==> src/rtl/fb_ctrl_pkg.sv <==
// rtl/fb_ctrl_pkg.sv - shared types and default sizes for the framebuffer write arbiter
package fb_ctrl_pkg;

    localparam int FB_ADDR_W = 9;
    localparam int FB_DATA_W = 24;

    typedef enum logic {
        ST_IDLE  = 1'b0,
        ST_CLEAR = 1'b1
    } fb_state_t;

    typedef enum logic {
        REQ_A = 1'b0,
        REQ_B = 1'b1
    } req_id_t;

endpackage

==> src/rtl/rr_arbiter2.sv <==
// rtl/rr_arbiter2.sv - two-way write arbiter, round-robin by default
// FB_ARB_FIXED_PRIORITY_EN: requester A always wins ties and no last pointer is kept
module rr_arbiter2
    import fb_ctrl_pkg::*;
(
    input  logic       clock,
    input  logic       reset,
    input  logic       enable,
    input  logic [1:0] valid,
    output logic [1:0] grant
);

`ifdef FB_ARB_FIXED_PRIORITY_EN

    always_comb begin
        grant        = 2'b00;
        grant[REQ_A] = enable && valid[REQ_A];
        grant[REQ_B] = enable && valid[REQ_B] && !valid[REQ_A];
    end

`else

    req_id_t last;
    logic    tie;

    assign tie = valid[REQ_A] && valid[REQ_B];

    always_comb begin
        grant        = 2'b00;
        grant[REQ_A] = enable && valid[REQ_A] && (!valid[REQ_B] || last == REQ_B);
        grant[REQ_B] = enable && valid[REQ_B] && (!valid[REQ_A] || last == REQ_A);
    end

    // The pointer only moves when a tie was actually resolved.
    always_ff @(posedge clock) begin
        if (reset) begin
            last <= REQ_B;
        end else if (enable && tie) begin
            last <= (last == REQ_B) ? REQ_A : REQ_B;
        end
    end

`endif

endmodule

==> src/rtl/framebuffer_write_arbiter.sv <==
// rtl/framebuffer_write_arbiter.sv - shares the pixel memory write port between two requesters and a clear engine
module framebuffer_write_arbiter
    import fb_ctrl_pkg::*;
#(
    parameter int A = FB_ADDR_W,
    parameter int S = FB_DATA_W
) (
    input  logic         clock,
    input  logic         reset,
    input  logic         clear_req,
    input  logic [S-1:0] clear_color,
    output logic         clear_busy,
    input  logic         a_valid,
    output logic         a_ready,
    input  logic [A-1:0] a_address,
    input  logic [S-1:0] a_data,
    input  logic         b_valid,
    output logic         b_ready,
    input  logic [A-1:0] b_address,
    input  logic [S-1:0] b_data,
    output logic [A-1:0] mem_address,
    output logic [S-1:0] mem_data,
    output logic         mem_wren
);

    localparam logic [A-1:0] CNT_LAST = {A{1'b1}};

    fb_state_t    state;
    fb_state_t    state_next;
    logic [A-1:0] counter;
    logic [S-1:0] color;
    logic         arb_enable;
    logic [1:0]   grant;

    assign arb_enable = (state == ST_IDLE) && !clear_req;

    rr_arbiter2 u_arb (
        .clock  (clock),
        .reset  (reset),
        .enable (arb_enable),
        .valid  ({b_valid, a_valid}),
        .grant  (grant)
    );

    assign a_ready = grant[REQ_A];
    assign b_ready = grant[REQ_B];

    always_ff @(posedge clock) begin
        if (reset) begin
            state <= ST_IDLE;
        end else begin
            state <= state_next;
        end
    end

    always_comb begin
        state_next = state;
        case (state)
            ST_IDLE:  if (clear_req) state_next = ST_CLEAR;
            ST_CLEAR: if (counter == CNT_LAST) state_next = ST_IDLE;
            default:  state_next = ST_IDLE;
        endcase
    end

    // Address 0 is written straight from the accepting cycle, so counter holds the next address
    // and the 2^A writes line up exactly with clear_busy.
    always_ff @(posedge clock) begin
        if (reset) begin
            mem_wren    <= 1'b0;
            mem_address <= '0;
            mem_data    <= '0;
            clear_busy  <= 1'b0;
            counter     <= '0;
            color       <= '0;
        end else begin
            mem_wren <= 1'b0;
            case (state)
                ST_IDLE: begin
                    clear_busy <= 1'b0;
                    if (clear_req) begin
                        clear_busy  <= 1'b1;
                        color       <= clear_color;
                        counter     <= A'(1);
                        mem_wren    <= 1'b1;
                        mem_address <= '0;
                        mem_data    <= clear_color;
                    end else if (a_valid && a_ready) begin
                        mem_wren    <= 1'b1;
                        mem_address <= a_address;
                        mem_data    <= a_data;
                    end else if (b_valid && b_ready) begin
                        mem_wren    <= 1'b1;
                        mem_address <= b_address;
                        mem_data    <= b_data;
                    end
                end
                ST_CLEAR: begin
                    clear_busy  <= 1'b1;
                    mem_wren    <= 1'b1;
                    mem_address <= counter;
                    mem_data    <= color;
                    counter     <= counter + 1'b1;
                end
                default: clear_busy <= 1'b0;
            endcase
        end
    end

endmodule

==> config.mk <==
export PLATFORM = sky130hd
export DESIGN_NAME = framebuffer_write_arbiter
export DESIGN_NICKNAME = d
export VERILOG_FILES = /design/src/rtl/fb_ctrl_pkg.sv /design/src/rtl/rr_arbiter2.sv /design/src/rtl/framebuffer_write_arbiter.sv
export SDC_FILE = /design/constraint.sdc
export NUM_CORES = 1
export LEC_CHECK = 0
export CORE_MARGIN = 5
export CORE_UTILIZATION = 30
export DETAILED_ROUTE_END_ITERATION = 16
export DONT_BUFFER_PORTS = 1
export PLACE_DENSITY = 0.43
export SYNTH_ARGS = -nofsm -noshare
export SYNTH_HDL_FRONTEND = slang
export SYNTH_SLANG_ARGS = --single-unit
==> constraint.sdc <==
create_clock -name clock -period 4.35 [get_ports clock]
set_input_delay 0.2175 -clock clock [delete_from_list [all_inputs] [get_ports clock]]
set_output_delay 0.2175 -clock clock [all_outputs]
set_load 0.02 [all_outputs]
==> results of run 1 <==
[power by group through the flow]
stage	Combinational (W)	Sequential, W	Clock (W)
floorplan	0.000158	0.000758	0
global placement	0.000167	0.000769	0
detailed placement	0.000169	0.000769	0
CTS	0.000183	0.000755	0.000712
global route	0.000202	0.000759	0.000732
finish	0.000180	0.000754	0.000687
[per-layer routing]
metal | global-route usage (%) | up-vias | routed length [um]
li1 | - | 1611 | -
met1 | 21.7 | 1645 | 5290
met2 | 26.0 | 107 | 5820
met3 | 6.50 | 10 | 1290
met4 | 5.52 | 0 | 174
met5 | 0 | - | 0
[area by class of cell]
class	instances	area share [%]
well taps	147	4.69
multi-input cells	317	51.2
clock inverters	1	0.128
repair buffers	4	1.28
flip-flops and latches	70	35.8
inverters	2	0.191
clock buffers	14	6.73
[cells in the mapped netlist]
cell / count
buf_2: 20
a311oi_1: 34
nand3b_1: 2
or2_2: 1
nor3_1: 1
nor2_2: 30
nor2_1: 8
nor4_4: 1
o31ai_1: 1
nand3_1: 3
dfxtp_1: 70
a21oi_1: 41
nor3b_1: 2
o211ai_1: 35
inv_2: 2
a21o_1: 25
a211oi_1: 1
nor3_2: 1
clkbuf_1: 28
nor2_4: 1
ha_1: 2
or3_1: 2
or4_1: 2
o311ai_1: 1
o21a_1: 1
buf_6: 3
xor2_1: 1
nand2_1: 53
nor2b_1: 3
o22ai_1: 24
o21ai_1: 1
nand2b_1: 2
nand4_1: 36
a41oi_1: 1
buf_4: 3
a31o_2: 1
[registers in the layout (all words and copies together) (netlist names)]
| register | flops |
|---|---|
| clear_busy | 1 |
| color | 24 |
| counter | 9 |
| mem_address | 9 |
| mem_data | 24 |
| mem_wren | 1 |
| state | 1 |
| u_arb.last | 1 |
[cells by family after synthesis]
family / count (synthesis) / share of synthesized area [%]
AOI/OAI and AO/OA: 166 / 31.6
xor gates and xnor gates: 1 / 0.239
adders and majority gates: 2 / 0.683
buffers and inverters: 56 / 7.35
DFF: 70 / 38.3
and+or+nand+nor: 148 / 21.8
[through the flow]
stage / instances / setup WS (ns) / power, W
after CTS: 555 / 2.00 / 0.00165
after global routing: 555 / 1.76 / 0.00169
after detailed placement: 539 / 2.04 / 0.000938
final: 555 / 2.04 / 0.00162
after global placement: 539 / 2.05 / 0.000935
after floorplan: 443 / 2.80 / 0.000916
[worst min path at each step]
stage / from / endpoint
global route: clear_color[14] / color[14]$_SDFFE_PP0P_
global placement: reset / color[1]$_SDFFE_PP0P_
finish: clear_color[23] / color[23]$_SDFFE_PP0P_
CTS: clear_color[1] / color[1]$_SDFFE_PP0P_
detailed placement: reset / color[1]$_SDFFE_PP0P_
floorplan: clear_color[0] / color[0]$_SDFFE_PP0P_
==> impl_results.md, run 1 <==
- Status: finished, final reports clean
- Crit path depth: 4
- Share of cells above drive strength 1: 14.0%
- Slew HR: 24.7%
- CORE AREA: 12000 um2
- Crit Path Max Fanout: 45
- Placed Area: 3620 um2
- Critical path origin: state$_SDFF_PP0_
- Worst hold slack: 0.0199 ns
- R2R setup slack: 2.04 ns
- Crit. End Element: register
- Period utilisation layout: 53.2%
- Routed WL: 12600 um
- ANT nets after route: 0
- Setup-failing EPs final: 0
- Hold depth: 2
- Vias: 3373
- P_sw: 0.000454 W
- MaxCap Viol Count: 0
- Post_cts resized: 0
- Most frequent cells in the layout: dfxtp_1 (69), nand2_1 (53), a21oi_1 (41), nand4_1 (36), o211ai_1 (35)
- Antenna violations before repair: 0
- Register area: 1400 um2
- Worst-Margin Slew: 1.13 ns
- RSZ-0062 raised after global routing: no
- Internal: 0.00117 W
- Fillers: 1265
- IO buf count: 0
- Critical Path Sink: counter[7]$_SDFFE_PP0P_
- Most common cell after layout, fill and taps aside: dfxtp_1
- Skew final: 0.00530 ns
- Post-CTS setup repair buffer count: 0
- VDD IR-drop max: 0.173 mV
- Worst r2r src: state$_SDFF_PP0_
- Antenna diodes: 0
- Cells after synthesis: 443
- Crit-path leading delay family: simple AND/OR/NAND/NOR gates
- Max Clk Rate: 0.432 GHz
- Clock root cell: clkbuf_16
- Final-report hold violation count: 0
- Area share of the largest cell type after synthesis: 38.3%
- Global-route wire length before repair: 19100 um
- Largest net degree at the start of global routing: 70
- CP peak stage delay: 0.94 ns
- Dpl hpwl: 7890 um
- Clock Tree Buf Depth: 2
- Reg2reg end: counter[7]$_SDFFE_PP0P_
- Mean routed wirelength per cell: 22.6 um
- CTS Hold Buffers Added: 1
- Mean post-synth cell area: 8.26 um2
- Cell variety after synth: 36
- Multi-input gate area: 2010 um2
- Via/cell ratio: 6.08
- CP bufs+invs: 1
- Row cnt: 40
- Grt total ovfl: 0
- Hold Path Class: in2reg
- DRC viols: 0
- Die ar.: 14500 um2
- Nets: 501
- Post-synthesis register bit count: 70
- Leakage: 1.32 nW
- Slew Limit Fails: 0
- Area Overhead vs Synth: 7.11%
- Ys Warns: 0
- Routability cong.: 0.699
- CTS H-tree lvls: 3
- Post-layout min period: 2.31 ns
- Post-synthesis net count: 540
- Arr. time, crit path: 2.57 ns
- Pwr Density: 414 nW/um2
- Reg power frac: 46.5%
- Num CTS Buffers: 9
- Worst-path clk slew: 0.06 ns
- Clk sinks: 70
- Worst setup path class: reg2reg
- CTS tree: done
- Vias in the first global route: 3246
- I/O pins: 132
- Clk pwr share: 42.4%
- Initial DRC Count: 178
- Sequential element share of the synthesized area: 38.3%
- Slowest-stage cell, CP: nand2b_1
- All-Layer GR Usage: 16.9%
- Clock Latency Late Sink: 0.33 ns
- Sw Share: 28.0%
- Logic pwr share: 11.1%
- Die height: 120 um
- Setup TNS: 0 ns
- Starting density of the core: 30.5%
- Required @ worst endpoint: 4.61 ns
- Fin area: 3920 um2
- Register-to-Register Path Depth: 4
- Mapped Area: 3660 um2
- Top cells by area, synth: dfxtp_1 (38%), a311oi_1 (8.1%), o211ai_1 (7.2%)
- Startpoint types: register
- Yosys top cell by area: dfxtp_1
- Crit path cell chain: buf_4 -> nand2b_1 -> o311ai_1 -> a21oi_1
- DRT Pass-1 Iters: 4
- Fin util: 32.6%
- Die width: 120 um
Power figures use the tool's default switching activity.
==> run 2: changes to the inputs <==
Settings changed: ABC_AREA from default to 1.
Clock period 4.35 ns to 2.2 ns, I/O delays scaled along.
==> impl_results.md, run 2 <==
- Most common cell in the synthesized netlist: nand2_1 (was dfxtp_1)
- Antenna violations before repair: 0 (unchanged)
- Post-layout min period: 1.96 ns (was 2.31 ns)
- Nets: 649 (was 501)
- All-Layer GR Usage: 15.9% (was 16.9%)
- VDD IR-drop max: 0.305 mV (was 0.173 mV)
- Worst-path clk slew: 0.05 ns (was 0.06 ns)
- Arr. time, crit path: 2.22 ns (was 2.57 ns)
- CTS Hold Buffers Added: 33 (was 1)
- Pwr Density: 774 nW/um2 (was 414 nW/um2)
- Ys Warns: 0 (unchanged)
- Period utilisation layout: 89.0% (was 53.2%)
- Register-to-Register Path Depth: 5 (was 4)
- CTS tree: done (unchanged)
- Hold path endpoint: mem_data[5]$_SDFFE_PP0P_ (was color[23]$_SDFFE_PP0P_)
- Num CTS Buffers: 9 (unchanged)
- Clock Latency Late Sink: 0.33 ns (about the same)
- Largest net degree at the start of global routing: 40 (was 70)
- I/O pins: 132 (unchanged)
- Mean routed wirelength per cell: 16.0 um (was 22.6 um)
- Worst setup path class: reg2reg (unchanged)
- Final WS setup: 0.243 ns (was 2.04 ns)
- Cells after synthesis: 536 (was 443)
- Setup TNS: 0 ns (unchanged)
- CORE AREA: 11900 um2 (was 12000 um2)
- Worst r2r src: state$_SDFF_PP0_ (unchanged)
- Hold Path Class: in2reg (unchanged)
- Dpl hpwl: 7480 um (was 7890 um)
- Max Clk Rate: 0.511 GHz (was 0.432 GHz)
- Setup-failing EPs final: 0 (unchanged)
- Top_reg_cell synth: dfxtp_1 (unchanged)
- Die width: 120 um (about the same)
- Sequential element share of the synthesized area: 38.7% (was 38.3%)
- Mapped Area: 3620 um2 (was 3660 um2)
- Required @ worst endpoint: 2.46 ns (was 4.61 ns)
- Reg2reg end: u_arb.last$_SDFFE_PP1P_ (was counter[7]$_SDFFE_PP0P_)
- Via/cell ratio: 4.88 (was 6.08)
- Top cells by area, synth: dfxtp_1 (39%), nand2_1 (15%), a21oi_1 (9.3%) (was dfxtp_1 (38%), a311oi_1 (8.1%), o211ai_1 (7.2%))
- Largest registers: color x24, mem_data x24 (unchanged)
- Post-CTS setup repair buffer count: 0 (unchanged)
- CTS H-tree lvls: 3 (unchanged)
- MaxCap Viol Count: 0 (unchanged)
- Initial DRC Count: 208 (was 178)
- Mean post-synth cell area: 6.75 um2 (was 8.26 um2)
- Post-synthesis register bit count: 70 (unchanged)
- Vias: 3430 (was 3373)
- Row cnt: 40 (unchanged)
- Post-synth EDFFs: 0 (unchanged)
- Clock root cell: clkbuf_16 (unchanged)
- Crit Path Max Fanout: 39 (was 45)
- Skew final: 0.00246 ns (was 0.00530 ns)
- Routability cong.: 0.777 (was 0.699)
- Die height: 120 um (about the same)
- Die ar.: 14400 um2 (was 14500 um2)
- IO buf count: 0 (unchanged)
- Grt total ovfl: 0 (unchanged)
- Global-route wire length before repair: 18100 um (was 19100 um)
- DRT Pass-1 Iters: 4 (unchanged)
- Most frequent cells in the layout: nand2_1 (145), dfxtp_1 (69), a21oi_1 (67), inv_1 (46), nand3_1 (40) (was dfxtp_1 (69), nand2_1 (53), a21oi_1 (41), nand4_1 (36), o211ai_1 (35))
- Register area: 1400 um2 (unchanged)
- Yosys top cell by area: dfxtp_1 (unchanged)
- Commonest cells post-synth: nand2_1 (145), dfxtp_1 (70), a21oi_1 (67), inv_1 (46), nand3_1 (40) (was dfxtp_1 (70), nand2_1 (53), a21oi_1 (41), nand4_1 (36), o211ai_1 (35))
- Most common cell after layout, fill and taps aside: nand2_1 (was dfxtp_1)
- Routed WL: 11200 um (was 12600 um)
- ANT nets after route: 0 (unchanged)
- Fillers: 1327 (was 1265)
- Area Overhead vs Synth: 18.4% (was 7.11%)
- R2R setup slack: 0.24 ns (was 2.04 ns)
- Pre-CTS WS: 0.526 ns (was 2.04 ns)
- Worst-Margin Slew: 0.684 ns (was 1.13 ns)
- Hold Crit Start: a_data[5] (was clear_color[23])
- Final-report hold violation count: 0 (unchanged)
- RSZ-0062 raised after global routing: no (unchanged)
- Clock Tree Buf Depth: 2 (unchanged)
- Startpoint types: register (unchanged)
- Multi-input gate area: 1830 um2 (was 2010 um2)
- Status: finished, final reports clean (unchanged)
- Slew Limit Fails: 0 (unchanged)
- Vias in the first global route: 3549 (was 3246)
- Slew HR: 54.2% (was 24.7%)
- Cell variety after synth: 28 (was 36)
- Post_cts resized: 0 (unchanged)
- Hold depth: 4 (was 2)
- Antenna diodes: 0 (unchanged)
- Share of cells above drive strength 1: 7.37% (was 14.0%)
- Clk sinks: 70 (unchanged)
- Crit. End Element: register (unchanged)
- FFs w/ async S/R, synth: 0% (unchanged)
- Starting density of the core: 30.4% (was 30.5%)
- Leakage: 1.91 nW (was 1.32 nW)
- Area share of the largest cell type after synthesis: 38.7% (was 38.3%)
- DRC viols: 0 (unchanged)
- Post-synthesis net count: 633 (was 540)
run 2: metal layers:
metal	share of wire, %	GRT usage (%)	vias up
met5	0	0	-
met4	1.5	6.30	0
met3	5.9	4.71	16
met2	49	26.3	76
met1	44	19.4	1582
li1	-	-	1756
run 2: final cells by class:
cell class,count,area share (%)
clock buffers,15,6.72
multi-input cells,382,42.7
repair buffers,41,9.35
flip-flops and latches,70,32.7
inverters,48,4.21
well taps,147,4.29
run 2: where the power goes:
group          total [W]  leakage, nW  switching (W)  internal [W]
Clock            0.00141        0.142       0.000528      0.000881
Sequential       0.00147        0.576       0.000121       0.00135
Combinational   0.000431         1.19       0.000262      0.000169
Total            0.00331         1.91       0.000911       0.00240
run 2: worst max path at each step:
| stage | slack (ns) | from | to | depth (start not counted) |
|---|---|---|---|---|
| floorplan | 0.81 | counter[1]$_SDFFE_PP0P_ | counter[8]$_SDFFE_PP0P_ | 7 |
| global placement | 0.58 | state$_SDFF_PP0_ | color[6]$_SDFFE_PP0P_ | 5 |
| detailed placement | 0.53 | state$_SDFF_PP0_ | color[9]$_SDFFE_PP0P_ | 5 |
| CTS | 0.22 | state$_SDFF_PP0_ | u_arb.last$_SDFFE_PP1P_ | 5 |
| global route | 0.13 | state$_SDFF_PP0_ | u_arb.last$_SDFFE_PP1P_ | 5 |
| finish | 0.24 | state$_SDFF_PP0_ | u_arb.last$_SDFFE_PP1P_ | 5 |
run 2: cell families (layout without fill, tap and decap cells):
kind of cell               after synthesis  after routing  synth area share, %
buffers and inverters                   84            104                 10.7
adders and majority gates                2              2                0.692
AOI/OAI and AO/OA                      108            108                 15.3
and+or+nand+nor                        272            272                 34.6
DFF                                     70             70                 38.7
run 2: per-stage QoR:
stage                     total power (W)  std cells  hold slack [ns]  util, %  area (um2)
after global placement            0.00187        655            0.186     30.7        3660
after floorplan                   0.00180        536            0.259        -        3620
after CTS                         0.00337        703          0.00108     36.0        4280
after global routing              0.00348        703           0.0172     36.0        4280
after detailed placement          0.00188        655            0.189     30.7        3660
final                             0.00331        703          0.00746     36.0        4280
run 2: critical path, cell delays in order (launching register included):
cell and delay [ns]:
dfxtp_2 0.43, nor2_4 0.16, buf_4 0.41, nand3_1 0.15, dlygate4sd3_1 0.59, o21ai_0 0.13
==> run 3: changes to the inputs <==
Clock period 2.2 ns to 2.4 ns, I/O delays scaled along.
==> impl_results.md, run 3 (same netlist as run 2, synthesis figures left out) <==
- Status: finished, final reports clean (unchanged)
- Dpl hpwl: 7540 um (was 7480 um)
- Nets: 641 (was 649)
- CORE AREA: 11900 um2 (unchanged)
- Setup TNS: 0 ns (unchanged)
- Final-report hold violation count: 0 (unchanged)
- Crit Path Max Fanout: 20 (was 39)
- Crit-path most repeated cell: nand2_1
- Die width: 120 um (unchanged)
- Startpoint types: register (unchanged)
- MaxCap Viol Count: 0 (unchanged)
- Routed WL: 11100 um (was 11200 um)
- Hold Crit Start: a_data[7] (was a_data[5])
- I/O pins: 132 (unchanged)
- Pwr Density: 742 nW/um2 (was 774 nW/um2)
- IO buf count: 0 (unchanged)
- Critical path origin: state$_SDFF_PP0_ (unchanged)
- Crit. End Element: register (unchanged)
- Die ar.: 14400 um2 (unchanged)
- RSZ-0062 raised after global routing: no (unchanged)
- Largest registers: color x24, mem_data x24 (unchanged)
- Clk sinks: 70 (unchanged)
- DRC viols: 0 (unchanged)
- Global-route wire length before repair: 18200 um (was 18100 um)
- Setup-failing EPs final: 0 (unchanged)
- CP peak stage delay: 0.56 ns (was 0.59 ns)
- Num CTS Buffers: 9 (unchanged)
- Fillers: 1307 (was 1327)
- Antenna diodes: 0 (unchanged)
- Die height: 120 um (unchanged)
- Vias: 3443 (was 3430)
- Arr. time, crit path: 2.32 ns (was 2.22 ns)
- Post-layout min period: 2.05 ns (was 1.96 ns)
- Clock Tree Buf Depth: 2 (unchanged)
- Slew HR: 42.3% (was 54.2%)
- CTS H-tree lvls: 3 (unchanged)
- Routability cong.: 0.767 (was 0.777)
- Row cnt: 40 (unchanged)
- Worst r2r src: state$_SDFF_PP0_ (unchanged)
- VDD IR-drop max: 0.261 mV (was 0.305 mV)
- Multi-input gate area: 1830 um2 (unchanged)
- Register area: 1410 um2 (was 1400 um2)
- Slowest-stage cell, CP: dlygate4sd3_1 (unchanged)
- DRT Pass-1 Iters: 4 (unchanged)
- Most common cell after layout, fill and taps aside: nand2_1 (unchanged)
- Max Clk Rate: 0.488 GHz (was 0.511 GHz)
- Fin util: 35.6% (was 36.0%)
- Initial DRC Count: 154 (was 208)
- Starting density of the core: 30.4% (unchanged)
- Antenna violations before repair: 0 (unchanged)
- Grt total ovfl: 0 (unchanged)
- Worst-path clk slew: 0.06 ns (was 0.05 ns)
- Post-CTS setup repair buffer count: 0 (unchanged)
- CTS tree: done (unchanged)
- Hold Path Class: in2reg (unchanged)
- Clock Latency Late Sink: 0.33 ns (about the same)
- Required @ worst endpoint: 2.67 ns (was 2.46 ns)
- ANT nets after route: 0 (unchanged)
- Period utilisation layout: 85.4% (was 89.0%)
- Crit path cell chain: inv_1 -> nand2_1 -> buf_4 -> nand2_1 -> a21oi_1 -> dlygate4sd3_1 (was nor2_4 -> buf_4 -> nand3_1 -> dlygate4sd3_1 -> o21ai_0)
- Skew final: 0.00703 ns (was 0.00246 ns)
- Vias in the first global route: 3579 (was 3549)
- Clock root cell: clkbuf_16 (unchanged)
- Most frequent cells in the layout: nand2_1 (145), dfxtp_1 (69), a21oi_1 (67), inv_1 (46), nand3_1 (40) (unchanged)
- Via/cell ratio: 4.95 (was 4.88)
- All-Layer GR Usage: 15.8% (was 15.9%)
- Leakage: 1.90 nW (was 1.91 nW)
- Mean routed wirelength per cell: 15.9 um (was 16.0 um)
- Worst setup path class: reg2reg (unchanged)
- Largest net degree at the start of global routing: 40 (unchanged)
- Share of cells above drive strength 1: 7.83% (was 7.37%)
- Worst hold slack: 0.0221 ns (was 0.00746 ns)
- Slew Limit Fails: 0 (unchanged)
- Worst-Margin Slew: 0.865 ns (was 0.684 ns)
- Area Overhead vs Synth: 17.3% (was 18.4%)
## run 3: cell types whose count changed in the layout (fill, tap and decap cells not counted), sizes merged
| cell | before | now |
|---|---|---|
| dlygate4sd3 | 32 | 25 |
| clkbuf | 15 | 13 |
| clkinv | 0 | 2 |
| buf | 9 | 8 |
| bufinv | 0 | 1 |
## run 3: final timing paths
kind / end / slack (ns) / cells past startpoint
worst min register to register: color[15]$_SDFFE_PP0P_ / 0.47 / 2
worst max-delay path: color[6]$_SDFFE_PP0P_ / 0.35 / 6
worst min-delay path: mem_data[7]$_SDFFE_PP0P_ / 0.02 / 4
worst max register to register: color[6]$_SDFFE_PP0P_ / 0.35 / 6
## run 3: final cells by class
cell class	count	area share, %
Clock inverter	3	0.944
Timing Repair Buffer	33	7.61
Sequential cell	70	33.1
Clock buffer	13	6.61
Multi-Input combinational cell	382	43.1
Tap cell	147	4.34
Inverter	48	4.25
## run 3: critical path: cells and delay by family (launching register included)
family	cells	cell delay, ns
compound gates	1	0.14
buf+inv	3	0.98
simple gates	2	0.35
flops	1	0.51
## run 3: stage by stage
step                power (W)  std cells  setup slack, ns  area [um2]
finish                0.00315        696            0.350        4240
global route          0.00330        696            0.159        4240
CTS                   0.00319        696            0.175        4240
detailed placement    0.00172        654            0.692        3650
global placement      0.00172        654            0.744        3650
floorplan             0.00165        536             1.01        3620
## run 3: report_power, final
part	internal, W	switching, W
Clock	0.000915	0.000497
Sequential	0.00124	0.000114
Combinational	0.000147	0.000236
Total	0.00230	0.000847
## run 3: per-layer routing
layer	up-vias	wire [um]	global-route usage [%]
met4	0	119	4.29
met2	83	5320	27.1
met1	1606	5010	19.5
li1	1745	-	-
met5	-	0	0
met3	9	596	4.24
## run 3: repair_timing
action	in CTS	in global routing
gates resized for setup	0	1
endpoints found under the hold margin	31	0
hold buffers	26	0
endpoints found under the setup margin	0	1
